==> src/rtl/sat_pkg.sv <==
// Shared types and sizing helpers for the DPLL assignment datapath.
// Used by the assignment stack and by the clause evaluators.
package sat_pkg;

   localparam int NUM_CLAUSES_DEF         = 16;
   localparam int NUM_VARS_PER_CLAUSE_DEF = 3;
   localparam int DEPTH_DEF               = 8;
   localparam int W_DEF = NUM_CLAUSES_DEF * NUM_VARS_PER_CLAUSE_DEF;

   typedef logic [W_DEF-1:0] clause_vec_t;

   // Bits needed to count 0..depth inclusive.
   function automatic int depth_width(input int depth);
      return $clog2(depth + 1);
   endfunction

   // Bits needed to address depth entries.
   function automatic int addr_width(input int depth);
      return (depth > 1) ? $clog2(depth) : 1;
   endfunction

endpackage

==> src/rtl/clause_stack_mem.sv <==
// Snapshot storage: DEPTH x W register array with one write port and one
// asynchronous read port. Contents are never reset.
module clause_stack_mem
   import sat_pkg::*;
#(
   parameter int W     = W_DEF,
   parameter int DEPTH = DEPTH_DEF,
   parameter int AW    = addr_width(DEPTH)
) (
   input  logic          clk,
   input  logic          we,
   input  logic [AW-1:0] waddr,
   input  logic [W-1:0]  wdata,
   input  logic [AW-1:0] raddr,
   output logic [W-1:0]  rdata
);

   logic [W-1:0] mem [DEPTH];

   always_ff @(posedge clk) begin
      if (we) begin
         mem[waddr] <= wdata;
      end
   end

   assign rdata = mem[raddr];

endmodule

==> src/rtl/clause_assignment_stack.sv <==
// Live clause-assignment register with a snapshot stack for DPLL backtracking.
// Push saves the live vector, pop restores it; misuse raises sticky errors.
module clause_assignment_stack
   import sat_pkg::*;
#(
   parameter int NUM_CLAUSES         = NUM_CLAUSES_DEF,
   parameter int NUM_VARS_PER_CLAUSE = NUM_VARS_PER_CLAUSE_DEF,
   parameter int DEPTH               = DEPTH_DEF,
   parameter int W  = NUM_CLAUSES * NUM_VARS_PER_CLAUSE,
   parameter int DW = depth_width(DEPTH),
   parameter int AW = addr_width(DEPTH)
) (
   input  logic          clk,
   input  logic          rst,
   input  logic          in_valid,
   input  logic [W-1:0]  in_clauses,
   input  logic          push,
   input  logic          pop,
   input  logic          clear_err,
   output logic [W-1:0]  out_clauses,
   output logic          out_valid,
   output logic [DW-1:0] depth_count,
   output logic          full,
   output logic          empty,
   output logic          err_overflow,
   output logic          err_underflow,
   output logic          err_conflict
);

   logic          push_ok;
   logic          pop_ok;
   logic          new_overflow;
   logic          new_underflow;
   logic          new_conflict;
   logic [DW-1:0] top_idx;
   logic [AW-1:0] waddr;
   logic [AW-1:0] raddr;
   logic [W-1:0]  top_data;

   assign full  = (depth_count == DW'(DEPTH));
   assign empty = (depth_count == '0);

   // Simultaneous push and pop is treated purely as a conflict: neither acts.
   always_comb begin
      push_ok       = 1'b0;
      pop_ok        = 1'b0;
      new_overflow  = 1'b0;
      new_underflow = 1'b0;
      new_conflict  = 1'b0;
      if (push && pop) begin
         new_conflict = 1'b1;
      end else if (push) begin
         push_ok      = !full;
         new_overflow = full;
      end else if (pop) begin
         pop_ok        = !empty;
         new_underflow = empty;
      end
   end

   assign top_idx = depth_count - DW'(1);
   assign waddr   = depth_count[AW-1:0];
   assign raddr   = top_idx[AW-1:0];

   clause_stack_mem #(
      .W     (W),
      .DEPTH (DEPTH),
      .AW    (AW)
   ) u_mem (
      .clk   (clk),
      .we    (push_ok && !rst),
      .waddr (waddr),
      .wdata (out_clauses),
      .raddr (raddr),
      .rdata (top_data)
   );

   always_ff @(posedge clk) begin
      if (rst) begin
         out_clauses <= '0;
         out_valid   <= 1'b0;
         depth_count <= '0;
      end else begin
         // Pop outranks a same-cycle load; push saves the pre-load value.
         if (pop_ok) begin
            out_clauses <= top_data;
            out_valid   <= 1'b1;
         end else if (in_valid) begin
            out_clauses <= in_clauses;
            out_valid   <= 1'b1;
         end
         if (push_ok) begin
            depth_count <= depth_count + DW'(1);
         end else if (pop_ok) begin
            depth_count <= top_idx;
         end
      end
   end

   always_ff @(posedge clk) begin
      if (rst) begin
         err_overflow  <= 1'b0;
         err_underflow <= 1'b0;
         err_conflict  <= 1'b0;
      end else begin
         err_overflow  <= (err_overflow  && !clear_err) || new_overflow;
         err_underflow <= (err_underflow && !clear_err) || new_underflow;
         err_conflict  <= (err_conflict  && !clear_err) || new_conflict;
      end
   end

endmodule
==> config.mk <==
export PLATFORM = sky130hd
export DESIGN_NAME = clause_assignment_stack
export DESIGN_NICKNAME = d
export VERILOG_FILES = /design/src/rtl/sat_pkg.sv /design/src/rtl/clause_stack_mem.sv /design/src/rtl/clause_assignment_stack.sv
export SDC_FILE = /design/constraint.sdc
export NUM_CORES = 1
export LEC_CHECK = 0
export CAP_MARGIN = 20
export CORE_AREA = 10 10 189 227
export DETAILED_ROUTE_END_ITERATION = 16
export DIE_AREA = 0 0 199 237
export PLACE_DENSITY = 0.65
export SLEW_MARGIN = 40
export SYNTH_ARGS = -nofsm -noshare
export SYNTH_HDL_FRONTEND = slang
export SYNTH_SLANG_ARGS = --single-unit
==> constraint.sdc <==
create_clock -name clk -period 6.1 [get_ports clk]
set_input_delay 1.83 -clock clk [delete_from_list [all_inputs] [get_ports clk]]
set_output_delay 1.83 -clock clk [all_outputs]
set_load 0.02 [all_outputs]
==> results.toml, run 1 <==
[worst_setup_path]
cp_slowest_stage_delay_ns = 0.61
crit_path_top_delay_cell = "clkdlybuf4s50_1"
path_max_fanout = 9
endpoint_kind = "primary output"
required_ns = 4.27
cp_data_arrival_time_ns = 2.51
crit_path_start_kind = "register"
crit_type = "reg -> out"
crit_path_cell_trace = "inv_1, ha_4, or3b_4, inv_4, clkdlybuf4s50_1"

[power]
ir_worst_vdd_uv = 194
p_leak_nw = 6.27
p_total_w = 0.00760
power_density_mw_per_mm2 = 377

[clock_tree]
cts_buffers = 43
clk_pin_slew_ns = 0.06
cts_sinks = 440
cts_tree = "done"
clk_latency_ns = 0.53
post_cts_resized = 0
clockBufferDepth = 3
cts_hold_buf = 0
post-cts-setup-buffer-count = 0
root_buffer = "clkbuf_16"
htreeDepth = 2

[run_status]
outcome = "finished, final reports clean"

[routing]
drt_first_pass_iters = 4
wl_um = 35600
drc = 0
drt_iter0_drc = 558
viasPerCell = 5.62
avgRoutedWirePerCell_um = 23.9
ant_nets = 0
vias = 8391

[floorplanning]
start_util_pct = 44.4
dieArea_mm2 = 0.0472
pin_count = 112
rows = 79
die_h_um = 237
dieWidth_um = 199
core_mm2 = 0.0384

[timing]
period_minus_slack_ns = 4.34
maxSlewHeadroom_pct = 45.8
rsz0062_at_grt = "no"
drv_slew = 0
clock-skew-final_ns = 0.00880
worst_slew_pin_slew_ns = 0.810
finalSetupTns_ns = 0
fin_crit_sh_pct = 71.2
setup_viol = 0
fmax_mhz = 230
layout_setup_ws_ns = 1.76
hold_violations = 0

[finish]
fillers = 2976
syn2layout_area_growth_pct = 18.3
ff_latch_area_mm2 = 0.0127
multi_input_area_mm2 = 0.00408
drive_above_1_share_pct = 26.2
stdcell_count = 1493
nNetsFinal = 1029

[placed_design]
dp.final_hpwl_um = 20600
place_ws_ns = 1.35
place_congestion = 0.715
dp.cells = 1414
port_buffers = 111

[run]
cap_viol_max_count = 0

[logic_synthesis]
ys.warnings.count = 0
synth.avg_cell_area_um2 = 20.1
syn_inst = 846
synth_edf_count = 384
syn_nets = 902
async_flop_share_pct = 0
synth_cell_types = 38
synth_ff_type = "edfxtp_1"
seq_area_frac_synth_pct = 74.3
synth_area_mm2 = 0.0170
ys_ff_latch = 440

[global_route]
grt_pass1_wl_um = 55600
antenna_found_initial = 0
grt_pass1_vias = 9098
grt_start_max_net_pins = 50
grt.overflow.total = 0
grt_usage_pct = 15.4

[worst_hold_path]
min_path_type = "reg -> reg"
==> worst paths after layout <==
kind,start,endpoint,slack [ns],cells past startpoint
hold reg to reg,err_conflict,err_conflict,0.48,2
hold / removal,err_conflict,err_conflict,0.48,2
setup / recovery,depth_count[1],empty,1.76,5
setup reg to reg,depth_count[1],u_mem.mem[3][10],2.77,7
==> logic make-up (layout without fill, tap and decap cells) <==
family / count (synthesis) / after routing / share of synthesized area, %
flip-flops: 440 / 440 / 74.3
AO/OA/AOI/OAI: 156 / 156 / 7.57
adder cells (fa/ha/maj): 2 / 2 / 0.147
XOR/XNOR: 1 / 1 / 0.0514
multiplexers: 96 / 96 / 12.7
AND/OR/NAND/NOR: 92 / 92 / 2.92
other: 0 / 1 / 0
buffers and inverters: 59 / 219 / 2.32
==> registers in the layout, summed over array words and instances (netlist names) <==
| register | cells |
|---|---|
| depth_count | 4 |
| err_conflict | 1 |
| err_overflow | 1 |
| err_underflow | 1 |
| out_clauses | 48 |
| out_valid | 1 |
| u_mem.mem | 384 |
==> synthesized netlist by cell type (7+ instances only) <==
cell | count | area share, %
o21ai_0 | 38 | 1.1
nor2_1 | 50 | 1.1
nor3_1 | 7 | 0.21
a211oi_2 | 43 | 3.2
clkbuf_1 | 13 | 0.29
a22oi_1 | 48 | 2.1
edfxtp_1 | 384 | 68
buf_6 | 10 | 0.66
buf_4 | 11 | 0.48
mux4_2 | 96 | 13
dfxtp_1 | 56 | 6.6
nor2_4 | 9 | 0.60
o21ai_2 | 11 | 0.57
buf_2 | 18 | 0.53
==> report_power, final <==
part	internal (W)	switching, W	total, W	leakage (nW)
Combinational	0.000625	0.000687	0.00131	1.60
Clock	0.00156	0.00107	0.00263	0.679
Sequential	0.00347	0.000184	0.00366	3.99
==> through the flow <==
stage / hold WS [ns] / instance area [µm²] / util [%]
global route: 0.509 / 20100 / 52.5
global placement: 0.460 / 18700 / 48.7
detailed placement: 0.470 / 18700 / 48.8
floorplan: 0.542 / 17000 / -
finish: 0.482 / 20100 / 52.5
CTS: 0.485 / 20100 / 52.5
==> cells in the final DEF (no fill, tap or decap), types with 16 or more instances in the layout <==
master             n
clkdlybuf4s50_1  110
mux4_2            96
a211oi_2          43
a22oi_1           48
edfxtp_1         384
clkbuf_16         45
dfxtp_1           55
o21ai_0           38
nor2_4            16
buf_4             18
nor2_1            44
==> critical path, delay by kind of cell (launching register included) <==
family | cells | cell delay, ns
buf+inv | 3 | 0.91
flops | 1 | 0.47
simple gates | 1 | 0.42
fa+ha+maj | 1 | 0.18
==> area by class of cell <==
type	count	share of cell area [%]
Antenna cell	1	0.0124
Clock buffer	53	5.74
Clock inverter	25	1.25
Inverter	5	0.106
Multi-Input combinational cell	347	20.3
Sequential cell	440	62.8
Tap cell	486	3.02
Timing Repair Buffer	136	6.75
==> routing by layer <==
layer / vias to the layer above / part of all wire (%) / GRT usage [%]
met3: 36 / 4.5 / 2.84
met5: - / 0 / 0
met2: 195 / 50 / 25.3
met4: 0 / 1.6 / 4.17
li1: 3747 / - / -
met1: 4413 / 44 / 20.6
Power figures use the tool's default switching activity.
==> inputs of run 2 (changes only) <==
Settings changed: PLACE_DENSITY 0.65 to 0.63.
Clock period 6.1 ns to 4.15 ns, I/O delays scaled along.
==> results.toml, run 2 (synthesis gave the netlist of run 1 again) <==
[run_status]
outcome = "finished, final reports clean"

[floorplanning]
rows = 79
pin_count = 112
dieWidth_um = 199
dieArea_mm2 = 0.0472
core_mm2 = 0.0384
die_h_um = 237
start_util_pct = 44.4

[worst_setup_path]
r2r_start = "depth_count[1]"
required_ns = 2.90
cp_data_arrival_time_ns = 2.51
path_max_fanout = 9
endpoint_kind = "primary output"
crit_path_cell_trace = "inv_1, ha_4, or3b_4, inv_4, clkdlybuf4s50_1"
reg2reg_slack_ns = 1.23
startpoint = "depth_count[1]"
crit_path_start_kind = "register"
r2r-end = "out_clauses[15]"
crit_path_top_delay_cell = "clkdlybuf4s50_1"
crit_type = "reg -> out"
r2r_cells = 6
cp_slowest_stage_delay_ns = 0.62

[clock_tree]
post_cts_resized = 0
clockBufferDepth = 3
clk_latency_ns = 0.53
cts_sinks = 440
post-cts-setup-buffer-count = 0
htreeDepth = 2
clk_pin_slew_ns = 0.06
cts_tree = "done"
cts_hold_buf = 0
root_buffer = "clkbuf_16"
cts_buffers = 42

[worst_hold_path]
hp-start = "err_conflict"
min_path_type = "reg -> reg"
min_to = "err_conflict"
holdPathStages = 2

[routing]
avgRoutedWirePerCell_um = 23.5
vias = 8391
wl_um = 35100
viasPerCell = 5.62
ant_nets = 0
drc = 0
drt_iter0_drc = 682
drt_first_pass_iters = 5

[placed_design]
place_congestion = 0.724
dp.final_hpwl_um = 20500
dp.cells = 1417
port_buffers = 111

[finish]
final_cell_mix = "384 x edfxtp_1, 110 x clkdlybuf4s50_1, 96 x mux4_2, 55 x dfxtp_1, 48 x a22oi_1"
top_register = "u_mem.mem"
stdcell_count = 1494
layout_commonest_cell = "edfxtp_1"
ff_latch_area_mm2 = 0.0127
nNetsFinal = 1032
syn2layout_area_growth_pct = 19.2
fillers = 2998
drive_above_1_share_pct = 26.7
largest_reg_flops = 384
multi_input_area_mm2 = 0.00408
reg_top3 = "u_mem.mem: 384 flops, out_clauses: 48 flops, depth_count: 4 flops"
antenna_cells = 0

[run]
cap_viol_max_count = 0

[timing]
hold_violations = 0
drv_slew = 0
fmax_mhz = 266
worst_slew_pin_slew_ns = 0.715
fin_hold_ws_ns = 0.478
period_minus_slack_ns = 3.76
setup_viol = 0
rsz0062_at_grt = "no"
fin_crit_sh_pct = 90.5
clock-skew-final_ns = 0.0128
maxSlewHeadroom_pct = 52.3

[power]
ir_worst_vdd_uv = 314
p_leak_nw = 6.33
power_density_mw_per_mm2 = 552

[global_route]
grt_pass1_wl_um = 54300
grt_pass1_vias = 8811
grt_start_max_net_pins = 103
grt_usage_pct = 15.0
grt.overflow.total = 0
antenna_found_initial = 0
[run 2: cell count changes in the layout (fill, tap and decap cells not counted)]
cell | previous run | this run
buf_12 | 3 | 15
clkinv_1 | 10 | 3
buf_4 | 18 | 13
clkbuf_1 | 8 | 12
clkbuf_8 | 0 | 3
clkinvlp_4 | 3 | 0
buf_6 | 3 | 1
buf_8 | 2 | 0
clkinv_2 | 5 | 7
buf_16 | 0 | 1
clkbuf_16 | 45 | 44
clkinv_4 | 1 | 0
diode_2 | 1 | 0
inv_6 | 1 | 2
[run 2: worst max path at each step]
stage / slack, ns / cells after the start / endpoint
2_1_floorplan: -0.28 / 4 / u_mem.mem[3][0]
5_1_grt: 0.30 / 5 / empty
6_report: 0.39 / 5 / empty
3_3_place_gp: 0.58 / 6 / u_mem.mem[1][43]
3_5_place_dp: 0.55 / 6 / u_mem.mem[1][40]
4_1_cts: 0.37 / 5 / empty
[run 2: per-layer routing]
metal	wire [µm]	share of wire, %	vias up	global-route usage [%]
met5	0	0	-	0
met4	594	1.7	0	3.98
met3	1670	4.7	39	2.70
met2	17800	51	200	24.7
met1	15100	43	4396	20.1
li1	-	-	3756	-
[run 2: report_power, final]
part | total [W] | leakage [nW] | internal [W] | switching, W
registers | 0.00535 | 3.99 | 0.00510 | 0.000251
clock network | 0.00386 | 0.690 | 0.00231 | 0.00155
logic | 0.00198 | 1.66 | 0.000947 | 0.00104
total | 0.0112 | 6.33 | 0.00836 | 0.00284
[run 2: cell type report]
type	count	share of cell area, %
clock buffer	59	5.85
clock inverter	17	1.05
inverter	5	0.105
multi-input combinational	347	20.1
sequential	440	62.3
tap	486	2.99
timing repair buffer	140	7.57
[run 2: through the flow]
step	TNS, ns	setup slack, ns	util (%)	cell area (µm²)	total power, W
after floorplan	-76.00	-0.277	-	17000	0.00676
final	0	0.395	52.9	20300	0.0112
after CTS	0	0.366	52.9	20300	0.0113
after global routing	0	0.304	52.9	20300	0.0117
after detailed placement	0	0.553	49.2	18900	0.00747
after global placement	0	0.584	49.2	18900	0.00744
[run 2: worst max-delay path, delay by kind of cell, from the launching register on]
kind | cells | cell delay [ns]
flops | 1 | 0.46
fa+ha+maj | 1 | 0.18
buf+inv | 3 | 0.92
simple gates | 1 | 0.43
==> inputs of run 3 (changes only) <==
Settings changed: CORE_AREA 10 10 189 227 to 2 2 181 219, CTS_BUF_LIST set to sky130_fd_sc_hd__clkbuf_4, DIE_AREA 0 0 199 237 to 0 0 183 221, GPL_ROUTABILITY_DRIVEN set to 0.
==> results.toml, run 3 (synthesis gave the netlist of run 1 again) <==
[timing]
setup_viol = 0
fin_hold_ws_ns = 0.474
worst_slew_pin_slew_ns = 0.655
maxSlewHeadroom_pct = 56.3
layout_setup_ws_ns = 0.214
hold_violations = 0
clock-skew-final_ns = 0.0500
period_minus_slack_ns = 3.94
fmax_mhz = 254
rsz0062_at_grt = "no"
drv_slew = 0
fin_crit_sh_pct = 94.8

[finish]
final_core_util_pct = 52.9
layout_commonest_cell = "edfxtp_1"
multi_input_area_mm2 = 0.00408
largest_reg_flops = 384
syn2layout_area_growth_pct = 19.1
final_cell_mix = "384 x edfxtp_1, 172 x clkbuf_4, 110 x clkdlybuf4s50_1, 96 x mux4_2, 54 x dfxtp_1"
fillers = 3124
top_register = "u_mem.mem"
nNetsFinal = 1092
reg_top3 = "u_mem.mem: 384 flops, out_clauses: 48 flops, depth_count: 4 flops"
ff_latch_area_mm2 = 0.0127
drive_above_1_share_pct = 34.2

[clock_tree]
cts_sinks = 440
clockBufferDepth = 3
cts_tree = "done"
htreeDepth = 3
cts_hold_buf = 0
root_buffer = "clkbuf_4"
cts_buffers = 106
clk_latency_ns = 0.78
clk_pin_slew_ns = 0.06

[worst_setup_path]
cp_data_arrival_time_ns = 2.69
crit_path_start_kind = "register"
crit_path_cell_trace = "inv_1, ha_4, or3b_4, inv_4, clkdlybuf4s50_1"
r2r-end = "u_mem.mem[0][24]"
r2r_cells = 7
reg2reg_slack_ns = 1.40
r2r_start = "depth_count[1]"
crit_type = "reg -> out"
endpoint_kind = "primary output"
required_ns = 2.90
crit_path_top_delay_cell = "clkdlybuf4s50_1"
cp_slowest_stage_delay_ns = 0.61
path_max_fanout = 9

[placed_design]
dp.final_hpwl_um = 19500
place_ws_ns = 0.353
port_buffers = 111

[routing]
drc = 0
drt_first_pass_iters = 4
wl_um = 36000
drt_iter0_drc = 581
avgRoutedWirePerCell_um = 22.2
viasPerCell = 5.45
ant_nets = 0
vias = 8824

[run_status]
outcome = "finished, final reports clean"

[global_route]
grt.overflow.total = 0
grt_usage_pct = 18.1
grt_pass1_vias = 9359
grt_start_max_net_pins = 56
antenna_found_initial = 2
grt_pass1_wl_um = 55100

[floorplanning]
pin_count = 112
core_mm2 = 0.0384
dieArea_mm2 = 0.0404
rows = 79
start_util_pct = 44.4
dieWidth_um = 183
die_h_um = 221

[power]
power_density_mw_per_mm2 = 539
ir_worst_vdd_uv = 317
p_leak_nw = 6.47
p_total_w = 0.0109

[worst_hold_path]
hp-start = "err_conflict"
min_to = "err_conflict"
holdPathStages = 2
min_path_type = "reg -> reg"

[run]
cap_viol_max_count = 0
run 3: changes by cell type in the layout (fill, tap and decap cells not counted), sizes merged:
cell / previous run / this run
clkbuf: 59 / 172
clkinv: 10 / 23
buf: 30 / 26
bufinv: 5 / 1
diode: 0 / 4
clkinvlp: 0 / 3
inv: 7 / 6
run 3: final cells by class:
class / instances / share of cell area (%)
sequential: 440 / 62.4
tap: 486 / 3.00
clock buffer: 172 / 6.37
antenna: 4 / 0.0493
clock inverter: 28 / 0.746
timing repair buffer: 136 / 7.20
inverter: 5 / 0.105
multi-input combinational: 347 / 20.1
run 3: worst max-delay path by stage:
stage / end / from / slack [ns] / cells past startpoint
2_1_floorplan: u_mem.mem[3][0] / push / -0.28 / 4
3_3_place_gp: u_mem.mem[0][32] / push / 0.38 / 6
3_5_place_dp: u_mem.mem[0][30] / push / 0.35 / 6
4_1_cts: empty / depth_count[1] / 0.004 / 5
5_1_grt: depth_count[0] / depth_count[0] / 0.08 / 3
6_report: empty / depth_count[1] / 0.21 / 5
run 3: per-layer routing:
layer	routed length (µm)	share of wire, %	vias up	track usage [%]
li1	-	-	3966	-
met1	15100	42	4556	23.4
met2	18400	51	251	30.5
met3	1810	5.0	51	3.82
met4	592	1.6	0	5.86
met5	0	0	-	0
run 3: repair_timing:
item                                    CTS  global route
endpoints found under the setup margin    0             2
buffers inserted                          0             0
gates resized for setup                   0             1
run 3: metrics by stage:
step	cells	setup TNS [ns]	cell area (µm²)
global route	1617	0	20300
detailed placement	1414	0	18800
global placement	1412	0	18800
finish	1618	0	20300
floorplan	846	-76.00	17000
CTS	1614	0	20300
run 3: critical path, delay by kind of cell, from the launching register on:
kind	cells	cell delay [ns]
flip-flops	1	0.41
buffers and inverters	3	0.90
adder cells (fa/ha/maj)	1	0.18
AND/OR/NAND/NOR	1	0.43
run 3: power by group:
part / total (W) / internal (W) / switching [W]
clock: 0.00361 / 0.00194 / 0.00166
sequential: 0.00535 / 0.00510 / 0.000250
combinational: 0.00197 / 0.000944 / 0.00103
